==> src/rtl/logic_op_pkg.sv <==
// Shared types for the logic-op core: op encoding, default sizes, FIFO entry layout.
// Optional parity bit per entry is enabled with macro LOGIC_OP_PARITY_EN.
package logic_op_pkg;

   localparam int unsigned DATA_W_DEF     = 4;
   localparam int unsigned FIFO_DEPTH_DEF = 4;
   localparam int unsigned OP_W           = 3;

   typedef enum logic [OP_W-1:0] {
      OP_AND  = 3'd0,
      OP_OR   = 3'd1,
      OP_XOR  = 3'd2,
      OP_NAND = 3'd3,
      OP_NOR  = 3'd4,
      OP_XNOR = 3'd5,
      OP_NOT  = 3'd6,
      OP_ANDN = 3'd7
   } op_e;

   typedef struct packed {
      op_e                   op;
      logic [DATA_W_DEF-1:0] data;
`ifdef LOGIC_OP_PARITY_EN
      logic                  par;
`endif
   } res_entry_t;

endpackage

==> src/rtl/logic_op_fifo.sv <==
// Show-ahead result FIFO with drop-on-full overflow detection and sticky error flag.
module logic_op_fifo #(
   parameter int unsigned WIDTH = 8,
   parameter int unsigned DEPTH = 4
) (
   input  logic                     clk,
   input  logic                     rst_n,
   input  logic                     push,
   input  logic                     pop,
   input  logic                     err_clr,
   input  logic [WIDTH-1:0]         wdata,
   output logic [WIDTH-1:0]         rdata,
   output logic                     valid,
   output logic [$clog2(DEPTH):0]   cnt,
   output logic                     ovf
);

   localparam int unsigned PTR_W = $clog2(DEPTH);
   localparam int unsigned CNT_W = PTR_W + 1;

   logic [WIDTH-1:0] mem [DEPTH];
   logic [PTR_W-1:0] wr_ptr;
   logic [PTR_W-1:0] rd_ptr;
   logic [CNT_W-1:0] cnt_nxt;
   logic             full;
   logic             pop_ok;
   logic             push_ok;

   // A push into a full FIFO still lands when the head leaves on the same edge.
   assign full    = (cnt == CNT_W'(DEPTH));
   assign pop_ok  = pop & valid;
   assign push_ok = push & (~full | pop_ok);
   assign rdata   = mem[rd_ptr];

   always_comb begin
      cnt_nxt = cnt;
      if (push_ok && !pop_ok) begin
         cnt_nxt = cnt + CNT_W'(1);
      end else if (pop_ok && !push_ok) begin
         cnt_nxt = cnt - CNT_W'(1);
      end
   end

   always_ff @(posedge clk or negedge rst_n) begin
      if (!rst_n) begin
         for (int unsigned i = 0; i < DEPTH; i++) begin
            mem[i] <= '0;
         end
         wr_ptr <= '0;
         rd_ptr <= '0;
         cnt    <= '0;
         valid  <= 1'b0;
         ovf    <= 1'b0;
      end else begin
         if (push_ok) begin
            mem[wr_ptr] <= wdata;
            wr_ptr      <= wr_ptr + PTR_W'(1);
         end
         if (pop_ok) begin
            rd_ptr <= rd_ptr + PTR_W'(1);
         end
         cnt   <= cnt_nxt;
         valid <= (cnt_nxt != '0);
         // New overflow wins over a coincident clear.
         ovf   <= (push & full & ~pop_ok) | (ovf & ~err_clr);
      end
   end

endmodule

==> src/rtl/logic_op_core.sv <==
// Two-stage bitwise logic unit feeding a show-ahead result FIFO.
// Macro LOGIC_OP_PARITY_EN adds a stored per-entry parity output out_par.
module logic_op_core
   import logic_op_pkg::*;
#(
   parameter int unsigned DATA_W     = DATA_W_DEF,
   parameter int unsigned FIFO_DEPTH = FIFO_DEPTH_DEF
) (
   input  logic                          clk,
   input  logic                          rst_n,
   input  logic [DATA_W-1:0]             data1,
   input  logic [DATA_W-1:0]             data2,
   input  logic                          data_en,
   input  logic [2:0]                    op_sel,
   output logic [DATA_W-1:0]             out_data,
   output logic [2:0]                    out_op,
   output logic                          out_valid,
   input  logic                          out_ready,
   output logic [$clog2(FIFO_DEPTH):0]   fifo_cnt,
   output logic                          ovf_err,
`ifdef LOGIC_OP_PARITY_EN
   output logic                          out_par,
`endif
   input  logic                          err_clr
);

`ifdef LOGIC_OP_PARITY_EN
   localparam int unsigned PAR_W = 1;
`else
   localparam int unsigned PAR_W = 0;
`endif
   localparam int unsigned ENTRY_W = OP_W + DATA_W + PAR_W;

   logic               s1_vld;
   logic [DATA_W-1:0]  s1_a;
   logic [DATA_W-1:0]  s1_b;
   op_e                s1_op;
   logic [DATA_W-1:0]  res;
   logic [ENTRY_W-1:0] wr_entry;
   logic [ENTRY_W-1:0] rd_entry;

   // Operand capture stage
   always_ff @(posedge clk or negedge rst_n) begin
      if (!rst_n) begin
         s1_vld <= 1'b0;
         s1_a   <= '0;
         s1_b   <= '0;
         s1_op  <= OP_AND;
      end else begin
         s1_vld <= data_en;
         if (data_en) begin
            s1_a  <= data1;
            s1_b  <= data2;
            s1_op <= op_e'(op_sel);
         end
      end
   end

   always_comb begin
      res = '0;
      case (s1_op)
         OP_AND:  res = s1_a & s1_b;
         OP_OR:   res = s1_a | s1_b;
         OP_XOR:  res = s1_a ^ s1_b;
         OP_NAND: res = ~(s1_a & s1_b);
         OP_NOR:  res = ~(s1_a | s1_b);
         OP_XNOR: res = ~(s1_a ^ s1_b);
         OP_NOT:  res = ~s1_a;
         OP_ANDN: res = s1_a & ~s1_b;
      endcase
   end

`ifdef LOGIC_OP_PARITY_EN
   assign wr_entry = {s1_op, res, ^res};
   assign out_par  = rd_entry[0];
`else
   assign wr_entry = {s1_op, res};
`endif
   assign out_op   = rd_entry[ENTRY_W-1 -: OP_W];
   assign out_data = rd_entry[PAR_W +: DATA_W];

   logic_op_fifo #(
      .WIDTH (ENTRY_W),
      .DEPTH (FIFO_DEPTH)
   ) u_fifo (
      .clk     (clk),
      .rst_n   (rst_n),
      .push    (s1_vld),
      .pop     (out_ready),
      .err_clr (err_clr),
      .wdata   (wr_entry),
      .rdata   (rd_entry),
      .valid   (out_valid),
      .cnt     (fifo_cnt),
      .ovf     (ovf_err)
   );

endmodule

==> config.mk <==
export PLATFORM = sky130hd
export DESIGN_NAME = logic_op_core
export DESIGN_NICKNAME = d
export VERILOG_FILES = /design/src/rtl/logic_op_pkg.sv /design/src/rtl/logic_op_fifo.sv /design/src/rtl/logic_op_core.sv
export SDC_FILE = /design/constraint.sdc
export NUM_CORES = 1
export LEC_CHECK = 0
export ABC_AREA = 1
export CAP_MARGIN = 15
export CORE_UTILIZATION = 51
export CTS_CLUSTER_DIAMETER = 150
export CTS_CLUSTER_SIZE = 40
export DETAILED_ROUTE_END_ITERATION = 8
export PLACE_DENSITY_LB_ADDON = 0.08
export SLEW_MARGIN = 20
export SYNTH_ARGS = -nofsm -noshare
export SYNTH_HDL_FRONTEND = slang
export SYNTH_SLANG_ARGS = --single-unit
==> constraint.sdc <==
create_clock -name clk -period 1.4 [get_ports clk]
set_input_delay 0.21 -clock clk [delete_from_list [all_inputs] [get_ports clk]]
set_output_delay 0.21 -clock clk [all_outputs]
set_load 0.01 [all_outputs]
Word level (Yosys, flattened, before mapping)

Cells that the tools add are included.

Register bits after elaboration: 49
Input port bits: 16
Output and inout port bits: 12
Logic and storage cells: 65

Add/subtract/negate cells: 4
Order comparisons: 3
Equality and inequality tests: 8
Mux-type cells: 9
Bitwise gates (word level): 21
Reductions and logical operators: 7

Operators by type and width:

| kind                | count |
|---|---|
| $pmux 4 s8          | 1 |
| $bwmux 28           | 1 |
| $mux 7              | 3 |
| $not 4->4           | 5 |
| $eq 3x3->1 const B  | 5 |
| $bmux 7 s2          | 1 |
| $demux 7 s2         | 1 |
| $and 4x4->4         | 2 |
| $eq 3x2->1 const B  | 2 |
| $ge 3x3->1 const B  | 2 |
| $mux 3              | 2 |
| $not 2->3           | 2 |
| $and 1x1->1         | 5 |
| $add 2x1->2 const B | 2 |
| $or 4x4->4          | 1 |
| $xor 4x4->4         | 1 |
| $add 3x1->3 const B | 1 |
| $eq 3x1->1 const B  | 1 |
| $logic_and 1x1->1   | 3 |
| $logic_not 3->1     | 1 |
| $lt 3x1->1 const B  | 1 |
| $not 1->1           | 3 |
| $reduce_bool 3->1   | 1 |
| $sub 3x1->3 const B | 1 |
| other kinds (2)     | 4 |

Logic depth before layout (Yosys ltp)

Gate-level depths: netlist (run 1).

Depth after elaboration: 9
Mapped depth: 9
Depth with buffers taken out: 9

Cells and area by module

A second synthesis (run 1) with hierarchy kept.

Cell total of the unflattened synthesis: 334
Area total of the unflattened synthesis: 2768.9 µm²

By module, submodules not included:

| module        | times used | cells an instance | area each (µm²) | seq. area each (µm²) |
|---|---|---|---|---|
| logic_op_fifo | 1          | 202               | 1810.5          | 925.9 |
| logic_op_core | 1          | 132               | 958.4           | 300.3 |

Worst setup path before layout (run 1)

OpenSTA, ideal clock, no wires.

Kind: reg-to-reg
Start: reg u_fifo.cnt[0]
End: reg u_fifo.mem[13] in the netlist's numbering
Library setup time: 0.130 ns
Arrival: 1.274 ns
Required time: 1.270 ns
Slack: -0.004 ns
Stages on the path, launching flop included: 10
Path buffers: 1
Clock period less this slack: 1.404 ns
Cells stage by stage: dfrtp_1 -> inv_1 -> ha_1 -> nand3_2 -> nand2_1 -> inv_2 -> nand2_1 -> buf_4 -> nand2_1 -> o21ai_0

Longest elaborated chain between the ends: 4

RTL lines:

| element                       | line                | source |
|---|---|---|
| start, declared               | logic_op_fifo.sv:14 | `output logic [$clog2(DEPTH):0] cnt,` |
| start signal, assigned        | logic_op_fifo.sv:62 | `cnt <= cnt_nxt;` |
| $eq 3x3->1                    | logic_op_fifo.sv:30 | `assign full = (cnt == CNT_W'(DEPTH));` |
| $not 1->1                     | logic_op_fifo.sv:32 | `assign push_ok = push & (~full \| pop_ok);` |
| $or 1x1->1                    | logic_op_fifo.sv:32 |  |
| $and 1x1->1                   | logic_op_fifo.sv:32 |  |
| end signal, assigned by index | logic_op_fifo.sv:56 | `mem[wr_ptr] <= wdata;` |
| end, declared                 | logic_op_fifo.sv:21 | `logic [WIDTH-1:0] mem [DEPTH];` |

Every way passes these cells.
A chain may end at the register's enable or synchronous reset.

Worst setup path in the final report (run 1)

Start: reg u_fifo.rd_ptr[0]
End: out out_op[0]

Longest elaborated chain between the ends: 4

RTL lines:

| element                                   | line                | source |
|---|---|---|
| start, declared                           | logic_op_fifo.sv:23 | `logic [PTR_W-1:0] rd_ptr;` |
| start signal, assigned                    | logic_op_fifo.sv:60 | `rd_ptr <= rd_ptr + PTR_W'(1);` |
| $not 2->3 (implied by the code)           | logic_op_fifo.sv:33 | `assign rdata = mem[rd_ptr];` |
| $bmux 7 s2                                | logic_op_fifo.sv:33 |  |
| $mux 7 (implied by the code) (2 in a row) | logic_op_fifo.sv:33 |  |
| end, declared                             | logic_op_core.sv:16 | `output logic [2:0] out_op,` |

Every way passes these cells. The select of a mux whose other input is x is not followed.

==> results of run 1 <==
[kinds of logic (layout without fill, tap and decap cells)]
kind of cell             after synthesis  after routing  share of synthesized area, %
AND/OR/NAND/NOR                      176            176                          27.7
buffers and inverters                 51            123                          8.03
flip-flops                            49             49                          45.2
AO/OA/AOI/OAI                         47             47                          9.04
adder cells (fa/ha/maj)               19             19                          8.76
XOR/XNOR                               4              4                          1.29
[layout by cell type, fill, tap and decap left out, types with 5 or more instances in the layout]
master,Yosys,layout
o21ai_1,5,18
nor2_2,1,7
nand2_2,1,5
nor2_1,38,30
nand3_1,9,8
ha_1,19,12
ha_4,0,5
dfrtp_1,49,46
inv_1,37,24
clkbuf_8,0,6
o22ai_1,8,6
nand4_1,8,8
clkdlybuf4s50_1,0,14
o21ai_2,0,6
buf_6,0,11
o21ai_0,34,15
buf_2,3,8
inv_2,2,14
nand2_1,108,98
buf_4,6,35
nand2_4,0,5
[worst max-delay path, cell delays in order, from the launching register on]
cell and delay (ns):
dfrtp_1 0.42, inv_2 0.07, buf_6 0.13, o21ai_1 0.16
o22ai_2 0.09, buf_2 0.15
[final cells by class]
class	instances	area, um2	share of cell area [%]
clock inverters	1	30.0	0.804
repair buffers	76	649	17.4
multi-input cells	246	1500	40.1
flip-flops and latches	49	1230	32.9
well taps	70	87.6	2.35
clock buffers	7	86.3	2.31
inverters	39	154	4.12
[where the power goes]
| part | switching (uW) | total, uW | internal, uW |
|---|---|---|---|
| Combinational | 1830 | 3430 | 1600 |
| Sequential | 387 | 2300 | 1910 |
| Clock | 458 | 1040 | 583 |
[sequential cells by signal, indices dropped and copies added, names as in the netlist]
| signal | flops |
|---|---|
| u_fifo.rd_ptr | 2 |
| s1_a | 4 |
| s1_vld | 1 |
| s1_b | 4 |
| u_fifo.valid | 1 |
| s1_op | 3 |
| u_fifo.wr_ptr | 2 |
| u_fifo.ovf | 1 |
| u_fifo.cnt | 3 |
| u_fifo.mem | 28 |
[what timing repair did]
item                                    4_1_cts  5_1_grt
resized for setup                            64       69
pin swaps                                    10       22
endpoints found under the setup margin       33       38
cloned                                        0        2
buffers inserted                              2        5
hold buffers                                  1        0
endpoints found under the hold margin        17        0
[routing by layer]
metal  track usage (%)  wire (um)  part of all wire [%]  vias to the layer above
li1                  -          -                     -                     1240
met4              5.87         87                   1.3                        0
met3              4.55        184                   2.8                        7
met5                 0          0                     0                        -
met2              41.5       3410                    52                       46
met1              32.0       2880                    44                     1134
[worst max path at each step]
stage	startpoint	end	slack, ns	cells after the start
CTS	u_fifo.rd_ptr[0]	out_data[0]	-0.12	5
detailed placement	u_fifo.rd_ptr[1]	out_data[0]	-0.21	4
global route	u_fifo.rd_ptr[0]	out_op[0]	-0.21	5
finish	u_fifo.rd_ptr[0]	out_op[0]	-0.13	5
floorplan	u_fifo.cnt[0]	u_fifo.mem[13]	0.02	9
global placement	out_ready	u_fifo.valid	-0.16	8
[per-stage QoR]
step / total power [uW] / std cells / setup TNS (ns) / cell area [um2] / worst slack [ns]
floorplan: 3850 / 346 / 0 / 2710 / 0.0184
global placement: 5120 / 470 / -3.01 / 3300 / -0.160
detailed placement: 5220 / 470 / -4.20 / 3300 / -0.215
CTS: 6240 / 481 / -0.555 / 3470 / -0.116
global route: 7280 / 488 / -1.67 / 3730 / -0.205
finish: 6770 / 488 / -0.653 / 3730 / -0.131
==> run_results.csv, run 1 <==
group,metric,value,unit
die,die_x,74.9,um
yosys,synth-seq-cells,49,
detailed_routing,first_iter_violations,145,
yosys,synth_top_area_cell,"dfrtp_1",
sta,rsz0062_at_grt,"true",
cells_and_area,antenna_cells,0,
power,power_density,1810,nW/um2
yosys,yosysMostFrequentCell,"nand2_1",
die,initial_core_util,53.1,%
sta,relSlewSlack,70.2,%
critical_path,rr_endpoint,"u_fifo.mem[2]",
critical_path,cp.arrival,1.32,ns
cts,cts_num_sinks,49,
sta,maxSlewViolCount,0,
yosys,synth.distinct_cells,22,
sta,clock_skew,0.00540,ns
critical_path,ff2ff_path_depth,8,
critical_path,worstPathMaxFanout,8,
yosys,synth_top_area_share,45.2,%
power,ir_drop,1.11,mV
cts,cts_max_level,2,
yosys,synth.cell_area,2710,um2
cells_and_area,final_util,73.1,%
global_routing,grt_pass1_vias,2202,
power,leakage,0.00193,uW
detailed_routing,via_per_inst,4.97,
worst_hold_path,hp-class,"primary input to async pin",
critical_path,r2r-start,"s1_a[2]",
sta,min_period_over_period,109,%
yosys,synth_commonest_cells,"108 x nand2_1, 49 x dfrtp_1, 38 x nor2_1",
global_routing,overflow,0,
sta,final.min_clock_period,1.53,ns
critical_path,worstSetupEndpointType,"output pin",
cts,cts_buffer_depth,2,
detailed_routing,via_count,2427,
sta,fin_hold_ws,0.379,ns
detailed_routing,ant_nets,0,
cts,root_buffer,"clkbuf_8",
die,num_rows,26,
sta,setup_violations,7,
yosys,synthCells,346,
status,violations,"setup timing",
die,die_y,74.9,um
critical_path,start_kind,"flip-flop",
cts,clk_latency,0.30,ns
placement,numPortBuffers,27,
cells_and_area,fillers,417,
yosys,syn_nets,381,
yosys,yosysSeqAreaShare,45.2,%
yosys,ys.flop_type,"dfrtp_1",
yosys,synth-edff-count,0,
global_routing,antenna_found_initial,0,
critical_path,required,1.19,ns
detailed_routing,wl_per_cell,13.5,um
global_routing,grt_start_max_net_pins,33,
cells_and_area,area_growth,37.7,%
global_routing,grt_pass1_wl,10.1,mm
critical_path,critPathKind,"flip-flop to output pin",
sta,setup_slack,-0.131,ns
detailed_routing,wirelength,6.57,mm
placement,dp_hpwl,4.70,mm
yosys,async_flop_share,100,%
detailed_routing,drcViolationCount,0,
yosys,yosysWarningCount,0,
die,die-area,5610,um2
cts,cts.clk_slew.worst_paths,0.09,ns
cts,cts_buffers,5,
global_routing,track_usage,24.3,%
die,io-pin-count,28,
yosys,synthTopCellsByArea,"dfrtp_1 45%, nand2_1 15%, ha_1 8.8%, o21ai_0 6.3%, nor2_1 5.3%",
run,cap_viol_max_count,0,
cells_and_area,nNetsFinal,452,
sta,tightest_slew,0.447,ns
detailed_routing,drt_pass1_iterations,4,
sta,final_hold_viol_count,0,
cells_and_area,drive_gt1_share,29.9,%
cts,cts_tree,"done",
status,status,"complete, but fails checks",
critical_path,rrSetupSlack,0.03,ns
placement,gp_congestion,0.814,
yosys,synth.avg_cell_area,7.84,um2
sta,clock.fmax,653,MHz
die,fp.coreArea,5110,um2
Power figures use the tool's default switching activity.
==> run 2, diff against run 1 <==
--- a/config.mk
+++ b/config.mk
@@ -8,5 +8,5 @@
 export ABC_AREA = 1
 export CAP_MARGIN = 15
-export CORE_UTILIZATION = 51
+export CORE_UTILIZATION = 30
 export CTS_CLUSTER_DIAMETER = 150
 export CTS_CLUSTER_SIZE = 40
==> constraint.sdc (replaced) <==
create_clock -name clk -period 1.4 [get_ports clk]
set_input_delay 0.21 -clock clk [delete_from_list [all_inputs] [get_ports clk]]
set_output_delay 0.21 -clock clk [all_outputs]
set_load 0.1 [all_outputs]
==> run 2 against run 1 <==
  * The flow still finishes with violations (setup timing)
  * Highest routed layer unchanged
  * Clock skew up 0.0032 ns
  * Non-clock buffer count is 9 higher
  * Die area up 68%
  * Hold slack gained 0.038 ns
  * Via count up 1.4%
  * Wire length increased by 3.5%
  * Final cell count increased by 9.6%
  * Maximum frequency shrank 9.6%
  * Global-route usage fell by 9.1 points
  * Total power is 55% higher
  * Sequential power increased by 6%
  * Register-to-register slack worse by 0.05 ns
==> run_results.csv, run 2 (same netlist as run 1, synthesis figures left out) <==
group,metric,value,unit
status,status,"complete, but fails checks",
status,violations,"setup timing",
cells_and_area,final_util,50.0,%
critical_path,start_kind,"flip-flop",
placement,pre_cts_ws,-0.207,ns
critical_path,crit_slowest_cell,"dfrtp_2",
sta,clock.fmax,590,MHz
die,die_y,97.1,um
detailed_routing,first_iter_violations,46,
power,power_frac_comb,66.7,%
power,leakage,0.00205,uW
die,io-pin-count,28,
cells_and_area,antenna_cells,0,
sta,setup_slack,-0.294,ns
power,switching_power,5110,uW
sta,final.min_clock_period,1.69,ns
worst_hold_path,hp-class,"primary input to async pin",
cells_and_area,drive_gt1_share,44.0,%
cts,cts_buffers,5,
detailed_routing,via_count,2460,
sta,min_period_over_period,121,%
run,cap_viol_max_count,0,
sta,setup_violations,13,
sta,tightest_slew,0.291,ns
detailed_routing,wirelength,6.80,mm
cells_and_area,largest_reg_flops,28,
detailed_routing,via_per_inst,4.60,
detailed_routing,ant_nets,0,
global_routing,grt_pass1_vias,2414,
sta,final_hold_viol_count,0,
die,die_x,97.1,um
critical_path,crit_family,"flip-flops",
cells_and_area,stdcell_area,4360,um2
critical_path,cp_num_buf_inv,2,
die,num_rows,34,
die,initial_core_util,31.1,%
detailed_routing,wl_per_cell,12.7,um
placement,numPortBuffers,27,
global_routing,overflow,0,
critical_path,cp.arrival,1.48,ns
sta,relSlewSlack,80.5,%
cells_and_area,layout_commonest_cell,"nand2_1",
critical_path,crit_start,"u_fifo.rd_ptr[0]",
global_routing,grt_pass1_wl,11.5,mm
critical_path,critical_path.max_stage_delay,0.51,ns
power,sw_frac_of_total,48.8,%
placement,place_area,3670,um2
cells_and_area,area_growth,60.7,%
cells_and_area,seq_area,1240,um2
cells_and_area,nNetsFinal,461,
cts,cts_tree,"done",
cells_and_area,fillers,800,
cts,cts_buffer_depth,2,
die,fp.coreArea,8720,um2
critical_path,required,1.19,ns
cells_and_area,largestRegisters,"u_fifo.mem (28), s1_a (4), s1_b (4)",
power,power_density,2410,nW/um2
sta,clock_skew,0.00856,ns
placement,gp_congestion,0.824,
sta,maxSlewViolCount,0,
critical_path,worstSetupEndpointType,"output pin",
detailed_routing,drcViolationCount,0,
power,pwr-share-seq,23.2,%
global_routing,grt_start_max_net_pins,50,
power,ir_drop,0.961,mV
cts,clk_latency,0.31,ns
cts,cts.clk_slew.worst_paths,0.10,ns
critical_path,critPathKind,"flip-flop to output pin",
critical_path,worstPathMaxFanout,7,
cts,cts_num_sinks,49,
placement,dp_hpwl,4.81,mm
cells_and_area,mostFrequentLayoutCells,"82 x nand2_1, 40 x dfrtp_1, 39 x buf_4",
cts,root_buffer,"clkbuf_8",
cells_and_area,largest_register,"u_fifo.mem",
power,internal_power,5380,uW
critical_path,cp_cell_sequence,"buf_4 > o21ai_2 > o22ai_4 > buf_12",
sta,rsz0062_at_grt,"true",
global_routing,antenna_found_initial,0,
sta,fin_hold_ws,0.418,ns
detailed_routing,drt_pass1_iterations,5,
global_routing,track_usage,15.2,%
cts,cts_max_level,2,
cells_and_area,multi_input_area,1790,um2
power,clock_power_share,10.1,%
die,die-area,9430,um2
critical_path,r2r-start,"u_fifo.cnt[1]",
## run 2: cell count changes in the layout (fill, tap and decap cells not counted), sizes merged
| cell | change |
|---|---|
| buf | +15 |
| clkbuf | -2 |
| clkinv | +2 |
| dlygate4sd2 | -4 |
| dlymetal6s2s | -1 |
| inv | -1 |
## run 2: path summary, 6_finish.rpt
| kind | to | slack (ns) | depth (start not counted) |
|---|---|---|---|
| max | out_op[0] | -0.29 | 4 |
| min | u_fifo.mem[26] | 0.42 | 3 |
| max reg2reg | u_fifo.mem[18] | -0.02 | 8 |
| min reg2reg | u_fifo.mem[3] | 0.49 | 2 |
| max in group asynchronous | u_fifo.cnt[1] | 0.72 | 3 |
| min in group clk | s1_a[3] | 0.45 | 3 |
## run 2: worst min-delay path: stages
cell	delay, ns
dlygate4sd3_1	0.53
buf_2	0.12
buf_12	0.25
## run 2: stage by stage
step | cells | setup TNS (ns) | power, uW
finish | 535 | -2.04 | 10500
global route | 535 | -4.66 | 11100
CTS | 530 | -2.00 | 9930
detailed placement | 516 | -4.72 | 8390
global placement | 516 | -3.92 | 8350
floorplan | 346 | -3.73 | 6280
## run 2: layout make-up
class / count / area share, %
multi-input cells: 246 / 41.0
flip-flops and latches: 49 / 28.6
repair buffers: 85 / 20.6
inverters: 39 / 4.10
well taps: 108 / 3.10
clock buffers: 6 / 1.66
clock inverters: 2 / 0.890
## run 2: repair_timing
item	in CTS	in global routing
pin swaps	11	35
cloned	1	0
hold endpoints to repair	49	0
setup buffers	8	6
hold buffers	1	0
gates resized for setup	50	97
setup endpoints to repair	32	38
## run 2: power groups by stage
stage	Combinational (uW)	Clock [uW]	Sequential, uW
floorplan	3610	0	2680
global placement	5970	0	2370
detailed placement	6010	0	2380
CTS	6430	1100	2410
global route	7440	1140	2510
finish	7000	1060	2440
## run 2: metal layers
metal | vias up | share of wire [%] | global-route usage, %
met5 | - | 0 | 0
met4 | 0 | 1.2 | 4.13
met3 | 8 | 2.7 | 2.37
met2 | 42 | 51 | 26.5
met1 | 1146 | 45 | 19.5
li1 | 1264 | - | -
